$ cat src/rtl/pwm_pkg.sv
// -----------------------------------------------------------------------------
// pwm_pkg
// Shared definitions for the PWM generator / capture pair.
//   PWM_CNT_W        default width of the measurement counters and result ports
//   pwm_cap_state_t  capture FSM state encoding
// -----------------------------------------------------------------------------
package pwm_pkg;

    localparam int PWM_CNT_W = 16;

    typedef enum logic [1:0] {
        IDLE = 2'd0,
        ARM  = 2'd1,
        HIGH = 2'd2,
        LOW  = 2'd3
    } pwm_cap_state_t;

endpackage

$ cat src/rtl/pwm_in_conditioner.sv
// -----------------------------------------------------------------------------
// pwm_in_conditioner
// Brings the asynchronous PWM pin into the clk domain and produces a clean
// level plus a single-cycle rising-edge strobe.
//   clk     in   clock, rising edge
//   rst_n   in   synchronous active-low reset
//   pwm_in  in   asynchronous PWM input
//   s       out  conditioned input level
//   rise    out  s is 1 this cycle and was 0 the cycle before
// Optional build macro: PWM_GLITCH_FILTER_EN inserts a FILT_LEN-cycle
// persistence filter after the synchronizer.
// -----------------------------------------------------------------------------
module pwm_in_conditioner #(
    parameter int SYNC_STAGES = 2,
    parameter int FILT_LEN    = 3
) (
    input  logic clk,
    input  logic rst_n,
    input  logic pwm_in,
    output logic s,
    output logic rise
);

    logic [SYNC_STAGES-1:0] sync_q;
    logic                   sync_out;
    logic                   s_q;

    always_ff @(posedge clk) begin
        if (!rst_n) begin
            sync_q <= '0;
        end else begin
            sync_q <= {sync_q[SYNC_STAGES-2:0], pwm_in};
        end
    end

    assign sync_out = sync_q[SYNC_STAGES-1];

`ifdef PWM_GLITCH_FILTER_EN
    localparam int FW = (FILT_LEN < 2) ? 1 : $clog2(FILT_LEN);

    logic          filt_q, filt_d;
    logic [FW-1:0] fcnt_q, fcnt_d;

    // fcnt counts consecutive samples that disagree with the filtered level;
    // the level only flips on the FILT_LEN-th disagreeing sample in a row.
    always_comb begin
        filt_d = filt_q;
        fcnt_d = '0;
        if (sync_out != filt_q) begin
            if (fcnt_q == FW'(FILT_LEN - 1)) begin
                filt_d = ~filt_q;
            end else begin
                fcnt_d = fcnt_q + 1'b1;
            end
        end
    end

    always_ff @(posedge clk) begin
        if (!rst_n) begin
            filt_q <= 1'b0;
            fcnt_q <= '0;
        end else begin
            filt_q <= filt_d;
            fcnt_q <= fcnt_d;
        end
    end

    assign s = filt_q;
`else
    // Filter length is meaningless without the filter.
    logic unused_filt_len;
    assign unused_filt_len = (FILT_LEN != 0);
    assign s = sync_out;
`endif

    always_ff @(posedge clk) begin
        if (!rst_n) begin
            s_q <= 1'b0;
        end else begin
            s_q <= s;
        end
    end

    assign rise = s & ~s_q;

endmodule

$ cat src/rtl/pwm_capture.sv
// -----------------------------------------------------------------------------
// pwm_capture
// Measures an incoming PWM waveform: high time and rising-to-rising period in
// clk cycles, reported once per period, with stuck-input detection.
//   clk         in   clock, rising edge
//   rst_n       in   synchronous active-low reset
//   ena         in   measurement enable; low forces IDLE and discards progress
//   pwm_in      in   asynchronous PWM input
//   high_cnt    out  high time of the last complete period
//   period_cnt  out  period of the last complete period
//   meas_valid  out  one-cycle pulse when high_cnt/period_cnt update
//   busy        out  measurement in progress (HIGH or LOW)
//   timeout     out  sticky; period counter saturated without a new rise
//   level       out  conditioned level captured at timeout (1 = stuck high)
// Optional build macro: PWM_GLITCH_FILTER_EN (see pwm_in_conditioner).
// -----------------------------------------------------------------------------
module pwm_capture
    import pwm_pkg::*;
#(
    parameter int CNT_W       = PWM_CNT_W,
    parameter int SYNC_STAGES = 2,
    parameter int FILT_LEN    = 3
) (
    input  logic             clk,
    input  logic             rst_n,
    input  logic             ena,
    input  logic             pwm_in,
    output logic [CNT_W-1:0] high_cnt,
    output logic [CNT_W-1:0] period_cnt,
    output logic             meas_valid,
    output logic             busy,
    output logic             timeout,
    output logic             level
);

    localparam logic [CNT_W-1:0] CNT_MAX = {CNT_W{1'b1}};
    localparam logic [CNT_W-1:0] CNT_ONE = CNT_W'(1);

    logic s;
    logic rise;

    pwm_in_conditioner #(
        .SYNC_STAGES (SYNC_STAGES),
        .FILT_LEN    (FILT_LEN)
    ) u_cond (
        .clk    (clk),
        .rst_n  (rst_n),
        .pwm_in (pwm_in),
        .s      (s),
        .rise   (rise)
    );

    pwm_cap_state_t   state_q, state_d;
    logic [CNT_W-1:0] hcnt_q, hcnt_d;
    logic [CNT_W-1:0] pcnt_q, pcnt_d;
    logic [CNT_W-1:0] high_q, high_d;
    logic [CNT_W-1:0] per_q, per_d;
    logic             mv_q, mv_d;
    logic             tmo_q, tmo_d;
    logic             lvl_q, lvl_d;

    always_comb begin
        state_d = state_q;
        hcnt_d  = hcnt_q;
        pcnt_d  = pcnt_q;
        high_d  = high_q;
        per_d   = per_q;
        mv_d    = 1'b0;
        tmo_d   = tmo_q;
        lvl_d   = lvl_q;

        if (!ena) begin
            state_d = IDLE;
            hcnt_d  = '0;
            pcnt_d  = '0;
            tmo_d   = 1'b0;
        end else begin
            case (state_q)
                IDLE: begin
                    state_d = ARM;
                    hcnt_d  = '0;
                    pcnt_d  = '0;
                end
                ARM: begin
                    // The partial period before the first rise is never measured.
                    if (rise) begin
                        state_d = HIGH;
                        hcnt_d  = CNT_ONE;
                        pcnt_d  = CNT_ONE;
                    end
                end
                HIGH: begin
                    // A rise cannot occur while s is already high, so only
                    // saturation and the falling edge matter here.
                    if (pcnt_q == CNT_MAX) begin
                        state_d = ARM;
                        tmo_d   = 1'b1;
                        lvl_d   = s;
                        hcnt_d  = '0;
                        pcnt_d  = '0;
                    end else if (!s) begin
                        state_d = LOW;
                        pcnt_d  = pcnt_q + 1'b1;
                    end else begin
                        hcnt_d  = hcnt_q + 1'b1;
                        pcnt_d  = pcnt_q + 1'b1;
                    end
                end
                LOW: begin
                    // Rise is checked first so a rise coinciding with
                    // saturation still produces a result.
                    if (rise) begin
                        state_d = HIGH;
                        high_d  = hcnt_q;
                        per_d   = pcnt_q;
                        mv_d    = 1'b1;
                        tmo_d   = 1'b0;
                        hcnt_d  = CNT_ONE;
                        pcnt_d  = CNT_ONE;
                    end else if (pcnt_q == CNT_MAX) begin
                        state_d = ARM;
                        tmo_d   = 1'b1;
                        lvl_d   = s;
                        hcnt_d  = '0;
                        pcnt_d  = '0;
                    end else begin
                        pcnt_d  = pcnt_q + 1'b1;
                    end
                end
                default: begin
                    state_d = IDLE;
                    hcnt_d  = '0;
                    pcnt_d  = '0;
                end
            endcase
        end
    end

    always_ff @(posedge clk) begin
        if (!rst_n) begin
            state_q <= IDLE;
            hcnt_q  <= '0;
            pcnt_q  <= '0;
            high_q  <= '0;
            per_q   <= '0;
            mv_q    <= 1'b0;
            tmo_q   <= 1'b0;
            lvl_q   <= 1'b0;
        end else begin
            state_q <= state_d;
            hcnt_q  <= hcnt_d;
            pcnt_q  <= pcnt_d;
            high_q  <= high_d;
            per_q   <= per_d;
            mv_q    <= mv_d;
            tmo_q   <= tmo_d;
            lvl_q   <= lvl_d;
        end
    end

    assign high_cnt   = high_q;
    assign period_cnt = per_q;
    assign meas_valid = mv_q;
    assign busy       = (state_q == HIGH) || (state_q == LOW);
    assign timeout    = tmo_q;
    assign level      = lvl_q;

endmodule
$ cat config.mk
export PLATFORM = sky130hd
export DESIGN_NAME = pwm_capture
export DESIGN_NICKNAME = d
export VERILOG_FILES = /design/src/rtl/pwm_pkg.sv /design/src/rtl/pwm_in_conditioner.sv /design/src/rtl/pwm_capture.sv
export SDC_FILE = /design/constraint.sdc
export NUM_CORES = 1
export LEC_CHECK = 0
export CAP_MARGIN = 20
export CORE_ASPECT_RATIO = 0.5
export CORE_UTILIZATION = 59
export CTS_CLUSTER_DIAMETER = 100
export DETAILED_ROUTE_END_ITERATION = 8
export GPL_TIMING_DRIVEN = 0
export MAX_ROUTING_LAYER = met4
export PLACE_DENSITY = 0.84
export SETUP_SLACK_MARGIN = 0.05
export SYNTH_ARGS = -nofsm -noshare
export SYNTH_HDL_FRONTEND = slang
export SYNTH_HIERARCHICAL = 1
export SYNTH_SLANG_ARGS = --single-unit
$ cat constraint.sdc
create_clock -name clk -period 3.2 [get_ports clk]
set_input_delay 0.32 -clock clk [delete_from_list [all_inputs] [get_ports clk]]
set_output_delay 0.32 -clock clk [all_outputs]
set_load 0.02 [all_outputs]
# Word-level counts from Yosys, hierarchy flattened
# Cells that the tools add are included.
# classes
addsub,2
n_mux,22
n_eq_ne,9
n_bitwise,2
n_reduce_logical,9
# op_table
cell,count
16-bit case mux with 4 select lines,2
16-bit two-way mux,7
16-bit by 1-bit adder with 16-bit output (second input constant),2
16-bit equality test (second input constant),1
3-bit AND reduction,5
2-bit two-way mux,5
2-bit case mux with 4 select lines,1
3-bit != test (second input constant),2
1-bit two-way mux,5
2-bit equality test (second input constant),2
2-bit != test (second input constant),2
1-bit case mux with 2 select lines,2
3-bit by 2-bit != test with 1-bit output (second input constant),1
2-bit by 1-bit equality test with 1-bit output (second input constant),1
2-bit logical NOT,1
2-bit AND reduction,1
2-bit nonzero test,1
1-bit AND,1
1-bit logical OR,1
1-bit inverter,1
# totals
ff_bits,72
in_bits,4
out_inout_bits,36

# Logic depth before layout (Yosys ltp)
# Gate-level depths: netlist of the first run.
# depth
ltp_word,4
depth_mapped,8

# Cells and area by module
# The synthesis of the first run kept the hierarchy.
# by_module_without_submodules
mod,area_each_um2,instances,seq_area_each_um2,cells_each
pwm_capture,3044.2,1,1381.3,361
pwm_in_conditioner,92.6,1,60.1,7

# Least setup slack after synthesis of the first run
# OpenSTA, ideal clock, no wires.
# synth_timing
kind,reg-to-reg
start,register pcnt_q[8]
end,register hcnt_q[7]
required_time_ns,3.129
t_arrival_ns,2.074
path_stages_with_launch,7
synth_period_minus_slack_ns,2.145
slack_ns,1.055
cell_sequence,dfxtp_1 > nand4_4 > o41ai_4 > o32ai_2 > buf_6 > or4_1 > a21oi_1
# synth_via
elab_chain_cells,3
word_cells_on_any_way,6
classes_between,eq/ne: 3; mux: 2; reduce/logical: 1
# synth_lines
element,line,text
from (decl),pwm_capture.sv:55,"logic [CNT_W-1:0] pcnt_q, pcnt_d;"
from (signal assigned),pwm_capture.sv:152,pcnt_q <= pcnt_d;
16-bit equality test *,"pwm_capture.sv:95, pwm_capture.sv:120",
16-bit two-way mux (tied with other cells),pwm_capture.sv:95,if (pcnt_q == CNT_MAX) begin
16-bit case mux with 4 select lines / 3-bit AND reduction (equally long branches),--,
to (signal assigned),pwm_capture.sv:151,hcnt_q <= hcnt_d;
to (decl),pwm_capture.sv:54,"logic [CNT_W-1:0] hcnt_q, hcnt_d;"
# Every way passes the cells marked *; elsewhere a longest branch is shown, timed or not.
# A chain may end at the register's enable or synchronous reset.

# Worst setup path in the final report of the first run
# layout_timing
start,register pcnt_q[0]
end,register pcnt_q[12]
# layout_via
elab_chain_cells,4
word_cells_on_any_way,5
classes_between,add/sub: 1; eq/ne: 1; mux: 3
# layout_lines
element,line,text
16-bit by 1-bit adder with 16-bit output / 16-bit equality test (equally long branches),--,
16-bit two-way mux *,pwm_capture.sv:95,
16-bit two-way mux,pwm_capture.sv:112,if (rise) begin
16-bit case mux with 4 select lines *,pwm_capture.sv:78,case (state_q)
# Marks and branches as above.

==> results of run 1 <==
==> cell usage in the layout (no fill, tap or decap), types with 3 or more instances in the layout <==
cell type	synthesis	layout
nor2_1	23	23
a22oi_1	3	3
dfxtp_1	72	72
nand4_1	11	11
xnor2_1	6	6
clkbuf_1	17	18
clkdlybuf4s50_1	0	39
nor2b_1	3	3
a21boi_0	32	32
nand3_1	13	13
xor2_1	3	3
nor3_1	7	7
and3_1	4	4
inv_1	5	5
or3_1	5	5
or4_1	11	11
clkbuf_8	0	11
o21ai_0	10	10
nand2_1	82	82
o31ai_1	7	7
and2_1	5	5
a21oi_1	17	17
nor3b_1	3	3
==> worst max path at each step <==
stage / end / slack [ns] / cells past startpoint
4_1_cts: pcnt_q[12] / 0.68 / 6
6_report: pcnt_q[12] / 0.63 / 6
3_5_place_dp: hcnt_q[5] / 0.50 / 7
2_1_floorplan: hcnt_q[7] / 1.06 / 6
5_1_grt: hcnt_q[6] / 0.47 / 8
3_3_place_gp: hcnt_q[5] / 0.53 / 7
==> logic make-up (layout without fill, tap and decap cells) <==
logic type	Yosys count	count (layout)	synth area share [%]
xor gates and xnor gates	9	9	2.51
AOI/OAI and AO/OA	78	78	17.4
buffers and inverters	25	77	3.31
DFF	72	72	46.0
and+or+nand+nor	180	180	29.4
adders and majority gates	2	2	0.798
muxes	2	2	0.638
==> where the power goes <==
| part | internal [mW] | total (mW) | switching (mW) |
|---|---|---|---|
| Clock | 0.310 | 0.625 | 0.315 |
| Combinational | 0.0186 | 0.0483 | 0.0296 |
| Sequential | 0.898 | 0.901 | 0.00236 |
| Total | 1.23 | 1.57 | 0.347 |
==> worst max-delay path: stages (launching register included) <==
cell and delay [ns]:
dfxtp_1 0.45, ha_1 0.25, nand4_1 0.19, or4_1 0.49, a22oi_1 0.47, clkbuf_1 0.48
nor2_1 0.11
==> final cells by class <==
type	instances	share of cell area, %
buffer	20	2.25
clock buffer	12	4.11
clock inverter	1	0.133
inverter	5	0.497
multi-input combinational	271	42.2
sequential	72	38.2
tap	70	2.32
timing repair buffer	39	10.3
==> flip-flops by register name, summed over array words and instances (netlist names) <==
name           count
hcnt_q            16
high_cnt          16
pcnt_q            16
period_cnt        16
state_q            2
u_cond/sync_q      2
level              1
meas_valid         1
timeout            1
u_cond/s_q         1
==> per-layer routing <==
| layer | track usage [%] | vias to the layer above | wire [um] |
|---|---|---|---|
| li1 | - | 1388 | - |
| met1 | 32.3 | 1310 | 3210 |
| met2 | 48.6 | 107 | 3420 |
| met3 | 9.32 | 17 | 506 |
| met4 | 11.3 | 0 | 150 |
| met5 | - | - | 0 |
==> impl_results.md, run 1 <==
- Worst r2r src: pcnt_q[0]
- GPL Wtd Cong: 0.875
- Vias per cell: 5.76
- Non-filler cells, final: 490
- # nets final: 424
- Number of synthesized flops with an enable pin: 0
- Postcts setup bufs: 0
- Final hold violation count: 0
- Final worst path period need: 2.57 ns
- Hold_sp: u_cond/sync_q[0]
- Synthesized area: 0.00314 mm2
- Total Power: 1.57 mW
- Crit end category: flop
- Main synth FF type: dfxtp_1
- Htree depth: 3
- Largest net degree at the start of global routing: 11
- Most common cell in the netlist: nand2_1
- Detailed Routing Iterations Pass 1: 5
- RSZ-0062 raised after global routing: false
- Status: complete, no violations
- Top cells by count, synth: nand2_1, dfxtp_1, a21boi_0, nor2_1
- DP Cell Count: 477
- Pin slew with the least headroom to its limit: 0.628 ns
- Worst Hold Depth: 1
- GRT Util Overall: 28.5%
- Avg WL per Cell: 14.9 um
- CTS tree: yes
- Fraction of registers with async set or reset after synthesis: 0%
- Synth top area share: 46.0%
- Drt total wl: 7.28 mm
- Synth top area cells: dfxtp_1, nand2_1, a21boi_0
- Gate Count Post-Synth: 368
- Initial drt markers: 206
- Critical path peak fanout: 10
- Fin area: 0.00377 mm2
- Chip width: 105 um
- I/O pins: 40
- Reg2Reg Capture Point: pcnt_q[12]
- Critical Path RT: 3.42 ns
- Antenna violations before repair: 0
- First-pass GRT wire length: 11.8 mm
- Die Span Y: 53.6 um
- Setup crit start: pcnt_q[0]
- Most area-hungry cell type in the Yosys netlist: dfxtp_1
- CTS-repair resized insts: 0
- Number of synthesized register bits: 72
- # DRC: 0
- Mapped Nets: 374
- Worst rel slew slack: 58.0%
- Vias: 2822
- Setup ws final: 0.627 ns
- Vias in the first global route: 2586
- CTS Sinks: 72
- Synth cell types: 41
- PortBufs: 39
- Maximum buffer depth of the clock tree: 2
- Max IR drop VDD: 0.000272 V
- Fmax: 0.389 GHz
- Multi-input logic area: 0.00159 mm2
- Worst min-delay path class: flop to flop
- Worst hold margin: 0.419 ns
- Layout cells sized above 1: 5.71%
- Clock root buffer: clkbuf_8
- # Max-Cap Violations: 0
- Arrival time worst endpoint: 2.79 ns
- R2R depth: 6
- Placed inst area: 0.00361 mm2
- TNS Setup: 0 ns
- Hold-critical path endpoint: u_cond/sync_q[1]
- Slew Viols, Final: 0
- Final Cycle Share: 80.4%
- Worst Setup Start Kind: flop
- TritonCTS Buffers: 9
- Layout Utilization: 75.2%
- Fill cell count: 401
- Flop2flop setup slack: 0.63 ns
- Worst-path clk slew: 0.08 ns
- Cts hold-fix bufs: 0
- Routed Antenna Nets: 0
- Lkg Pwr: 1.19 nW
- Worst clock skew: 0.0107 ns
- Core Rows: 18
- N_diodes: 0
- Final setup violation count: 0
- Global route total overflow: 0
- Register Area: 0.00144 mm2
- DP HPWL: 5.25 mm
- Worst Path Class, Setup: flop to flop
- Syn Area/Cell: 8.52 um2
- Synth Warn #: 6
- Total Die Area: 0.00563 mm2
- Insertion delay to the later sink of the worst-skew pair: 0.35 ns
- Seq/Total Area, Yosys: 46.0%
- Core Box Area: 0.00502 mm2
- Starting Density: 62.5%
- Setup WS pre-CTS: 0.502 ns
- Area delta synth->final: 20.3%
- Power per cell area: 417 mW/mm2
No activity file was read; power rests on OpenSTA's default activity.
==> run 2, diff against run 1 <==
--- a/config.mk
+++ b/config.mk
@@ -7,12 +7,12 @@
 export LEC_CHECK = 0
 export CAP_MARGIN = 20
 export CORE_ASPECT_RATIO = 0.5
-export CORE_UTILIZATION = 59
+export CORE_UTILIZATION = 55
 export CTS_CLUSTER_DIAMETER = 100
 export DETAILED_ROUTE_END_ITERATION = 8
 export GPL_TIMING_DRIVEN = 0
 export MAX_ROUTING_LAYER = met4
-export PLACE_DENSITY = 0.84
+export PLACE_DENSITY = 0.79
 export SETUP_SLACK_MARGIN = 0.05
 export SYNTH_ARGS = -nofsm -noshare
 export SYNTH_HDL_FRONTEND = slang
==> constraint.sdc (replaced) <==
create_clock -name clk -period 2.6 [get_ports clk]
set_input_delay 0.26 -clock clk [delete_from_list [all_inputs] [get_ports clk]]
set_output_delay 0.26 -clock clk [all_outputs]
set_load 0.02 [all_outputs]
==> impl_results.md, run 2 (same netlist as run 1, synthesis figures left out) <==
- Status: complete, no violations
- Worst clock skew: 0.00433 ns
- PortBufs: 39
- Arrival time worst endpoint: 2.69 ns
- Layout cells sized above 1: 7.51%
- Worst Setup Start Kind: flop
- Final Cycle Share: 93.4%
- Die Span Y: 55.4 um
- Critical Path RT: 2.86 ns
- Layout Utilization: 71.2%
- R2R depth: 7
- RSZ-0062 raised after global routing: false
- Drt total wl: 7.25 mm
- Reg2Reg Capture Point: hcnt_q[10]
- Crit end category: flop
- Area delta synth->final: 24.7%
- Htree depth: 3
- Worst Path Class, Setup: flop to flop
- Cts hold-fix bufs: 0
- Insertion delay to the later sink of the worst-skew pair: 0.33 ns
- Met3 Usage GRT: 10.6%
- Vias: 2838
- Most frequent cells in the layout: nand2_1, dfxtp_1, clkdlybuf4s50_1, a21boi_0, nor2_1
- CTS tree: yes
- Total Die Area: 0.00603 mm2
- Setup WS pre-CTS: -0.108 ns
- Pin slew with the least headroom to its limit: 0.567 ns
- Commonest non-fill, non-tap cell in the layout: nand2_1
- Final setup violation count: 0
- Worst min-delay path class: flop to flop
- First-pass GRT wire length: 12.2 mm
- Global route total overflow: 0
- Core Rows: 19
- Vias per cell: 5.69
- Core Box Area: 0.00549 mm2
- I/O pins: 40
- Worst rel slew slack: 62.2%
- Worst-path clk slew: 0.05 ns
- Max IR drop VDD: 0.000502 V
- Hold-critical path endpoint: u_cond/sync_q[1]
- GR Layer Usage met2: 43.2%
- CTS Sinks: 72
- Final hold violation count: 0
- Initial drt markers: 132
- Flop2flop setup slack: 0.17 ns
- Hold_sp: u_cond/sync_q[0]
- Vias in the first global route: 2662
- Worst r2r src: pcnt_q[0]
- Setup ws final: 0.171 ns
- Met1 Use GR: 33.0%
- N_diodes: 0
- Antenna violations before repair: 0
- Chip width: 109 um
- Lkg Pwr: 1.26 nW
- TritonCTS Buffers: 9
- Max incr delay on CP: 0.52 ns
- Layer with the highest usage: met2
- Slew Viols, Final: 0
- Clock root buffer: clkbuf_16
- GRT Util Overall: 27.6%
- Crit-path cells: ha_1 -> nand3_1 -> o41ai_4 -> o32ai_2 -> buf_6 -> or4_1 -> a21oi_1
- Final worst path period need: 2.43 ns
- Starting Density: 57.1%
- Critical path peak fanout: 10
- Fmax: 0.412 GHz
- Routed Antenna Nets: 0
- DP HPWL: 5.06 mm
- Avg WL per Cell: 14.5 um
- Detailed Routing Iterations Pass 1: 5
- # DRC: 0
- Largest net degree at the start of global routing: 12
- Maximum buffer depth of the clock tree: 2
- # nets final: 427
- GPL Wtd Cong: 0.869
- Power per cell area: 580 mW/mm2
- # Max-Cap Violations: 0
- Worst Hold Depth: 1
- Setup crit start: pcnt_q[0]
- Worst path slowest cell: o41ai_4
==> run 2: cell count changes in the layout (fill, tap and decap cells not counted) <==
cell / before / now
nand2_1: 82 / 81
buf_4: 0 / 3
clkinv_2: 1 / 4
clkbuf_8: 11 / 1
clkbuf_1: 18 / 17
clkbuf_16: 0 / 9
clkbuf_2: 0 / 2
nand2_2: 0 / 1
==> run 2: worst max-delay path by stage <==
| stage | endpoint | cells past startpoint |
|---|---|---|
| finish | hcnt_q[10] | 7 |
| global route | hcnt_q[7] | 8 |
| CTS | hcnt_q[10] | 6 |
| detailed placement | hcnt_q[11] | 7 |
| global placement | hcnt_q[5] | 7 |
| floorplan | hcnt_q[7] | 6 |
==> run 2: layout make-up <==
class	count	area, um2
plain buffers	20	87.6
well taps	73	91.3
flip-flops and latches	72	1440
clock buffers	12	246
repair buffers	42	413
inverters	5	18.8
clock inverters	4	20.0
multi-input cells	271	1590
fillers	456	1580
==> run 2: power by group <==
group / internal [mW] / switching (mW)
Combinational: 0.0237 / 0.0365
Sequential: 1.11 / 0.00291
Clock: 0.664 / 0.436
Total: 1.80 / 0.475
==> run 2: repair_timing <==
item / in CTS / in global routing
hold endpoints to repair: 0 / 0
endpoints found under the setup margin: 0 / 25
setup buffers: 0 / 3
gates resized for setup: 0 / 5
==> run 2: metrics by stage <==
stage / area, um2 / cells / hold WS, ns / TNS, ns / power, mW
final: 3910 / 499 / 0.422 / 0 / 2.27
after global routing: 3910 / 499 / 0.447 / 0 / 2.36
after CTS: 3880 / 496 / 0.425 / 0 / 2.29
after detailed placement: 3620 / 480 / 0.412 / -0.657 / 1.19
after global placement: 3620 / 480 / 0.410 / -0.0743 / 1.19
after floorplan: 3140 / 368 / 0.382 / 0 / 1.17
==> run 2: critical path, delay by kind of cell, from the launching register on <==
| kind | cells | cell delay (ns) |
|---|---|---|
| and+or+nand+nor | 2 | 0.68 |
| buffers and inverters | 1 | 0.17 |
| AOI/OAI and AO/OA | 3 | 0.85 |
| DFF | 1 | 0.41 |
| adders and majority gates | 1 | 0.24 |
==> run 2: layer usage <==
metal / share of wire (%) / wire, um / vias to the layer above
met4: 1.3 / 97 / 0
met2: 47 / 3440 / 77
met5: 0 / 0 / -
met1: 47 / 3380 / 1343
met3: 4.6 / 332 / 12
li1: - / - / 1406
==> run 3, diff against run 2 <==
--- a/config.mk
+++ b/config.mk
@@ -5,10 +5,8 @@
 export SDC_FILE = /design/constraint.sdc
 export NUM_CORES = 1
 export LEC_CHECK = 0
-export CAP_MARGIN = 20
 export CORE_ASPECT_RATIO = 0.5
 export CORE_UTILIZATION = 55
-export CTS_CLUSTER_DIAMETER = 100
 export DETAILED_ROUTE_END_ITERATION = 8
 export GPL_TIMING_DRIVEN = 0
 export MAX_ROUTING_LAYER = met4
==> results of run 3 <==
Final layout, timing and power as in run 2 (identical DEF).
